[src/rtl/para_bitscan_encoder_pkg.sv]
// Shared encoder types and a reusable lowest-set-bit helper.
// Pure declarations: no latency, no flow control.
package para_enc_pkg;

  typedef enum logic {IDLE, SCAN} bitscan_state_t;

  // Widest vector the helper handles; narrower vectors are zero-extended.
  localparam int ffs_max_width = 256;

  function automatic int lowest_set_idx(input logic [ffs_max_width-1:0] vec);
    int idx;
    idx = 0;
    for (int i = ffs_max_width - 1; i >= 0; i--) begin
      if (vec[i]) idx = i;
    end
    return idx;
  endfunction

endpackage

[src/rtl/para_bitscan_encoder_ffs_encoder.sv]
// Find-first-set: index of the lowest set bit of vec, any_set when vec != 0.
// Purely combinational, zero latency, no backpressure.
module ffs_encoder
  import para_enc_pkg::*;
#(
  parameter int in_width  = 4,
  parameter int out_width = 2
) (
  input  logic [in_width-1:0]  vec,
  output logic [out_width-1:0] idx,
  output logic                 any_set
);

  logic [ffs_max_width-1:0] vec_ext;

  always_comb begin
    vec_ext                = '0;
    vec_ext[in_width-1:0]  = vec;
    idx                    = out_width'(lowest_set_idx(vec_ext));
    any_set                = |vec;
  end

endmodule

[src/rtl/para_bitscan_encoder.sv]
// Serialises a multi-hot request into binary indices, lowest first; first index the cycle after accept.
// Accepts only in IDLE; idx_ready low stalls the scan with idx_out/idx_last/pending held.
module para_bitscan_encoder
  import para_enc_pkg::*;
#(
  parameter int in_width  = 4,
  parameter int out_width = 2
) (
  input  logic                 clk,
  input  logic                 rst,
  input  logic [in_width-1:0]  req_in,
  input  logic                 req_valid,
  output logic                 req_ready,
  output logic [out_width-1:0] idx_out,
  output logic                 idx_valid,
  input  logic                 idx_ready,
  output logic                 idx_last,
  output logic                 busy
);

  if (in_width > (1 << out_width)) begin : g_bad_out_width
    $error("para_bitscan_encoder: in_width exceeds 2**out_width");
  end
  if (in_width > ffs_max_width) begin : g_bad_in_width
    $error("para_bitscan_encoder: in_width exceeds ffs helper range");
  end

  bitscan_state_t          state;
  logic [in_width-1:0]     pending;
  logic [in_width-1:0]     pending_next;
  logic [out_width-1:0]    ffs_idx;
  logic                    any_set;

  ffs_encoder #(
    .in_width  (in_width),
    .out_width (out_width)
  ) u_ffs (
    .vec     (pending),
    .idx     (ffs_idx),
    .any_set (any_set)
  );

  // Clearing the lowest set bit: x & (x-1).
  assign pending_next = pending & (pending - in_width'(1));

  assign busy      = (state == SCAN);
  assign req_ready = (state == IDLE);
  assign idx_valid = busy && any_set;
  assign idx_out   = idx_valid ? ffs_idx : '0;
  assign idx_last  = idx_valid && (pending_next == '0);

  always_ff @(posedge clk) begin
    if (rst) begin
      state   <= IDLE;
      pending <= '0;
    end else begin
      case (state)
        IDLE: begin
          if (req_valid && req_in != '0) begin
            pending <= req_in;
            state   <= SCAN;
          end
        end
        SCAN: begin
          if (idx_valid && idx_ready) begin
            pending <= pending_next;
            if (pending_next == '0) state <= IDLE;
          end
        end
        default: begin
          state   <= IDLE;
          pending <= '0;
        end
      endcase
    end
  end

  a_valid_pending: assert property (@(posedge clk) disable iff (rst)
    idx_valid |-> (pending != '0));

  a_hold_stall: assert property (@(posedge clk) disable iff (rst)
    (idx_valid && !idx_ready) |=> ($stable(idx_out) && $stable(pending)));

  a_ready_busy: assert property (@(posedge clk)
    req_ready == !busy);

endmodule

[config.mk]
export PLATFORM = sky130hd
export DESIGN_NAME = para_bitscan_encoder
export DESIGN_NICKNAME = d
export VERILOG_FILES = /design/src/rtl/para_bitscan_encoder_pkg.sv /design/src/rtl/para_bitscan_encoder_ffs_encoder.sv /design/src/rtl/para_bitscan_encoder.sv
export SDC_FILE = /design/constraint.sdc
export NUM_CORES = 1
export LEC_CHECK = 0
export CAP_MARGIN = 20
export CORE_AREA = 2 2 39 41
export CTS_CLUSTER_DIAMETER = 50
export CTS_CLUSTER_SIZE = 25
export DETAILED_ROUTE_END_ITERATION = 7
export DIE_AREA = 0 0 41 43
export GPL_TIMING_DRIVEN = 0
export PLACE_DENSITY = 0.63
export SYNTH_ARGS = -nofsm -noshare
export SYNTH_HDL_FRONTEND = slang
export SYNTH_SLANG_ARGS = --single-unit
[constraint.sdc]
create_clock -name clk -period 1.4 [get_ports clk]
set_input_delay 0.28 -clock clk [delete_from_list [all_inputs] [get_ports clk]]
set_output_delay 0.28 -clock clk [all_outputs]
set_load 0.05 [all_outputs]
==> out/metrics.csv, run 1 <==
metric,value,unit
post-route ant nets,0,
max-slew violations,0,
Worst EP arrival,1380,ps
outcome,"complete, but fails checks",
First-pass DRT Iterations,4,
clk_lat worst skew,240,ps
Design Power,0.000659,W
Routability Congestion,0.745,
r2r worst-path depth,3,
detail-routed net length per standard cell,12.6,um
setup TNS,-1510,ps
Synth area leaders,"dfxtp_1 25%, mux2_4 11%, nor2b_1 7.9%",
Layout area overhead,88.3,%
clock sink count,5,
Worst Tran Pin Value,347,ps
drt drc,0,
hold depth,3,
Synth cell types,25,
number of clock buffers inserted by TritonCTS,3,
post-route clock period utilization,119,%
relative slew slack,76.6,%
IO Count,14,
grt total ovfl,0,
Initial Util,28.6,%
Most used DFF post-synth,dfxtp_1,
Worst Setup EP,idx_last,
Hold WS,453,ps
share of cells above drive strength 1,56.3,%
PwrDens,885,nW/um^2
die width,41,um
Post-synth top cells,"5 x dfxtp_1, 5 x nor2b_1, 4 x a21oi_1",
kind of end point of the critical path,output port,
CP Class,reg -> out,
DR iter-0 viols,6,
fmax,603,MHz
n_diodes,0,
sequential area share after synthesis,25.3,%
post-synth top area share,25.3,%
RSZ-0062 raised after global routing,true,
drt total wl,1090,um
failing checks,negative setup slack,
Root Buffer,clkbuf_4,
post-synthesis register bit count,5,
placed insts,74,
Min-Delay Path Class,in -> reg,
Final Hold Fails,0,
Die ar.,1760,sq um
Nets,80,
largest net degree at the start of global routing,11,
post-DP HPWL,662,um
Cells after Synth,45,
vias in the first global route,392,
CTS hold repair buffers,0,
Worst EP required,1120,ps
hold_sp,req_in[0],
maximum VDD drop,0.493,mV
Post-synth EDFFs,0,
total global routing track utilization,13.4,%
clock buffer depth,2,
TritonCTS clock tree,yes,
Lkg Pwr,0.312,nW
Tmin final,1660,ps
crit-path max FO,6,
reg2reg start,pending[2],
syn_nets,53,
Max Cap Violations,0,
syn_area_per_cell,8.79,sq um
Post-Syn Area,395,sq um
pre-CTS WS,-725,ps
Synth area leader,dfxtp_1,
Final Instance Count excl. Fillers,87,
first-pass GRT wire length,1610,um
htree depth,1,
Worst-path clk slew,40,ps
Final WS setup,-259,ps
die height,43,um
reg2reg end,pending[1],
# port buffers,13,
Final setup viols,9,
flop-to-flop setup slack,-200,ps
yosys warns,0,
vias,441,
FP Rows,14,
initial antenna violation count,0,
ys async rst share,0,%
vias per cell,5.07,
Critical Path Source Type,flip-flop,
Core Area,1380,sq um
CP startpoint,pending[3],
setup skew after layout,1.69,ps
[layer usage]
layer	vias to the layer above	global-route usage, %	share of wire, %
met1	211	18.0	44
li1	216	-	-
met5	-	0	0
met2	14	19.4	51
met4	0	6.00	0
met3	0	3.14	4.9
[per-stage QoR]
| step | utilization, % | cell area, sq um |
|---|---|---|
| floorplan | - | 442 |
| finish | 53.8 | 744 |
| CTS | 49.0 | 678 |
| global route | 53.8 | 744 |
| detailed placement | 42.8 | 592 |
| global placement | 42.8 | 592 |
[what timing repair did]
item | in CTS | in global routing
resized for setup | 44 | 15
buffers inserted | 6 | 5
pin swaps | 6 | 4
gates cloned | 0 | 0
setup endpoints to repair | 10 | 10
hold endpoints to repair | 0 | 0
[layout make-up]
type | count | area (sq um)
fill | 133 | 639
multi-input combinational | 35 | 322
timing repair buffer | 24 | 221
sequential | 5 | 119
clock buffer | 4 | 26.3
buffer | 1 | 25.0
tap | 16 | 20.0
inverter | 2 | 11.3
[cells by family after synthesis]
| group | Yosys count | synth area share, % |
|---|---|---|
| simple gates | 20 | 29.4 |
| compound gates | 10 | 22.2 |
| flops | 5 | 25.3 |
| buf+inv | 5 | 6.96 |
| mux | 4 | 13.9 |
| xor+xnor | 1 | 2.22 |
[layout by cell type (no fill, tap or decap), types with 2 or more instances in the layout]
cell type        n
dlygate4sd2_1    3
dfxtp_4          5
nand2_1          2
nand3_1          2
clkbuf_4         3
buf_4            9
buf_6            6
nor2_1           3
a21oi_1          3
nand2b_1         3
mux2_4           3
clkdlybuf4s50_1  4
nor2b_1          4
[worst min path at each step]
stage | slack, ps | end
finish | 450 | pending[0]
floorplan | 340 | busy
CTS | 460 | pending[0]
detailed placement | 590 | busy
global route | 480 | pending[0]
global placement | 590 | busy
[where the power goes]
| part | leakage [nW] | internal (W) | switching, W |
|---|---|---|---|
| combinational | 0.253 | 0.000159 | 0.000150 |
| sequential | 0.0445 | 0.000156 | 0.0000227 |
| clock | 0.0150 | 0.000108 | 0.0000634 |
| total | 0.312 | 0.000423 | 0.000236 |
[sequential cells by signal, indices dropped and copies added (netlist names)]
signal and flops:
busy 1, pending 4
[worst max-delay path, cell delays in order (launching register included)]
cell     delay (ps)
dfxtp_4         350
nor2b_4         130
a221o_1         350
and2_4          170
buf_8           140
Power figures use the tool's default switching activity.
==> run 2, diff against run 1 <==
--- a/config.mk
+++ b/config.mk
@@ -13,6 +13,7 @@
 export DIE_AREA = 0 0 41 43
 export GPL_TIMING_DRIVEN = 0
 export PLACE_DENSITY = 0.63
+export SLEW_MARGIN = 30
 export SYNTH_ARGS = -nofsm -noshare
 export SYNTH_HDL_FRONTEND = slang
 export SYNTH_SLANG_ARGS = --single-unit
==> results of run 2 <==
Final layout, timing and power as in run 1 (identical DEF).
==> run 3, diff against run 2 <==
--- a/config.mk
+++ b/config.mk
@@ -7,6 +7,7 @@
 export LEC_CHECK = 0
 export CAP_MARGIN = 20
 export CORE_AREA = 2 2 39 41
+export CTS_BUF_LIST = sky130_fd_sc_hd__clkbuf_4 sky130_fd_sc_hd__clkbuf_8
 export CTS_CLUSTER_DIAMETER = 50
 export CTS_CLUSTER_SIZE = 25
 export DETAILED_ROUTE_END_ITERATION = 7
==> run 3 against run 2 <==
- the flow still finishes with violations (negative setup slack)
- largest power group unchanged
- setup slack worse by 42 ps
- via count is 0.23% lower
- maximum frequency is 2.5% lower
- critical endpoint is now pending[1]
- sequential power hardly changed
- highest routed layer is now met4
- cell count is 1.1% higher
- clock power is 9.9% higher
==> out/metrics.csv, run 3 (synthesis gave the netlist of run 1 again) <==
metric,value,unit,change
TritonCTS clock tree,yes,,
total global routing track utilization,14.3,%,+0.90 points
design area,758,sq um,+1.8%
IO Count,14,,unchanged
post-route clock period utilization,122,%,+3.0 points
setup TNS,-1950,ps,-442 ps
htree depth,1,,unchanged
CTS hold repair buffers,0,,unchanged
clock sink count,5,,unchanged
pre-CTS WS,-725,ps,unchanged
Final Hold Fails,0,,unchanged
metal2 WL,541,um,-2.3%
detail-routed net length per standard cell,13.0,um,+3.0%
setup skew after layout,1.89,ps,+0.201 ps
die width,41,um,unchanged
Core Area,1380,sq um,unchanged
register bank with the most flops,pending,,
largest net degree at the start of global routing,11,,unchanged
Final WS setup,-302,ps,-42.5 ps
Min-Delay Path Class,in -> reg,,
most frequent cells in the layout,"8 x buf_4, 7 x buf_6, 5 x nor2b_1",,
n_diodes,0,,unchanged
Worst EP arrival,1830,ps,+450 ps
area post-placement,592,sq um,unchanged
"Core Util, Final",54.8,%,+0.99 points
Critical Path Source Type,flip-flop,,
maximum VDD drop,0.475,mV,-3.5%
First-pass DRT Iterations,3,,-1
relative slew slack,79.3,%,+2.8 points
clk_lat worst skew,240,ps,about the same
kind of end point of the critical path,flip-flop,,
CP startpoint,pending[0],,
initial antenna violation count,0,,unchanged
clock buffer depth,2,,unchanged
max layer used,met4,,
FP Rows,14,,unchanged
Layout area overhead,91.8,%,
grt total ovfl,0,,unchanged
die height,43,um,unchanged
crit-path max FO,4,,-2
Lkg Pwr,0.318,nW,+1.9%
fmax,588,MHz,-2.5%
Largest register FFs,4,,unchanged
drt drc,0,,unchanged
"most common cell after layout, fill and taps aside",buf_4,,
Worst Tran Pin Value,309,ps,-38.5 ps
Tmin final,1700,ps,+42.5 ps
Routability Congestion,0.745,,unchanged
met3 routed WL,42,um,-22%
hold_sp,req_in[0],,
vias in the first global route,409,,+4.3%
vias,440,,-0.23%
post-route ant nets,0,,unchanged
M1 wire length,542,um,+12%
CP Class,reg -> reg,,
Filler Cells Inserted,129,,-3.0%
RSZ-0062 raised after global routing,true,,
outcome,"complete, but fails checks",,
Nets,81,,+1.3%
Final setup viols,9,,unchanged
drt total wl,1140,um,+4.2%
PwrDens,905,nW/um^2,+2.3%
number of clock buffers inserted by TritonCTS,3,,unchanged
Worst EP required,1520,ps,+400 ps
post-DP HPWL,662,um,unchanged
share of cells above drive strength 1,54.2,%,-2.2 points
Max Cap Violations,0,,unchanged
Worst-path clk slew,50,ps,about the same
first-pass GRT wire length,1700,um,+5.6%
failing checks,negative setup slack,,
max-slew violations,0,,unchanged
Initial Util,28.6,%,unchanged
DR iter-0 viols,11,,+5
Die ar.,1760,sq um,unchanged
vias per cell,5.00,,-1.4%
# port buffers,13,,unchanged
Root Buffer,clkbuf_4,,
reg2reg start,pending[0],,
[run 3: cell types whose count changed in the layout (fill, tap and decap cells not counted), sizes merged]
cell / change
buf: +1
[run 3: cell type report]
class	instances	area (sq um)	share of cell area, %
tap	16	20.0	2.64
clock buffer	4	30.0	3.96
sequential	5	116	15.3
timing repair buffer	25	245	32.3
multi-input combinational	35	310	40.9
buffer	1	25.0	3.30
inverter	2	11.3	1.49
[run 3: path summary, 6_finish.rpt]
kind / slack [ps] / to / cells past startpoint
worst max-delay path: -300 / pending[1] / 4
worst min-delay path: 460 / pending[0] / 3
worst max register to register: -300 / pending[1] / 4
worst min register to register: 680 / pending[3] / 2
[run 3: report_power, final]
group / internal [W] / switching, W
clock: 0.000127 / 0.0000612
combinational: 0.000168 / 0.000151
sequential: 0.000156 / 0.0000231
[run 3: stage by stage]
stage | power [W] | hold WS (ps) | cells
global route | 0.000720 | 482 | 88
detailed placement | 0.000422 | 590 | 74
finish | 0.000686 | 458 | 88
CTS | 0.000674 | 466 | 85
global placement | 0.000421 | 585 | 74
floorplan | 0.000349 | 342 | 45
[run 3: layer usage]
metal | global-route usage (%) | vias up
li1 | - | 218
met1 | 19.3 | 210
met2 | 20.9 | 10
met3 | 3.14 | 2
met4 | 6.00 | 0
met5 | 0 | -
[run 3: timing repair]
action	4_1_cts	5_1_grt
buffers inserted	8	4
gates resized for setup	48	8
pin swaps	5	4
setup endpoints to repair	10	10
[run 3: critical path, cell delays in order, from the launching register on]
cell,delay (ps)
dfxtp_2,350
buf_12,130
o41a_4,500
a22oi_4,280
mux2_4,320
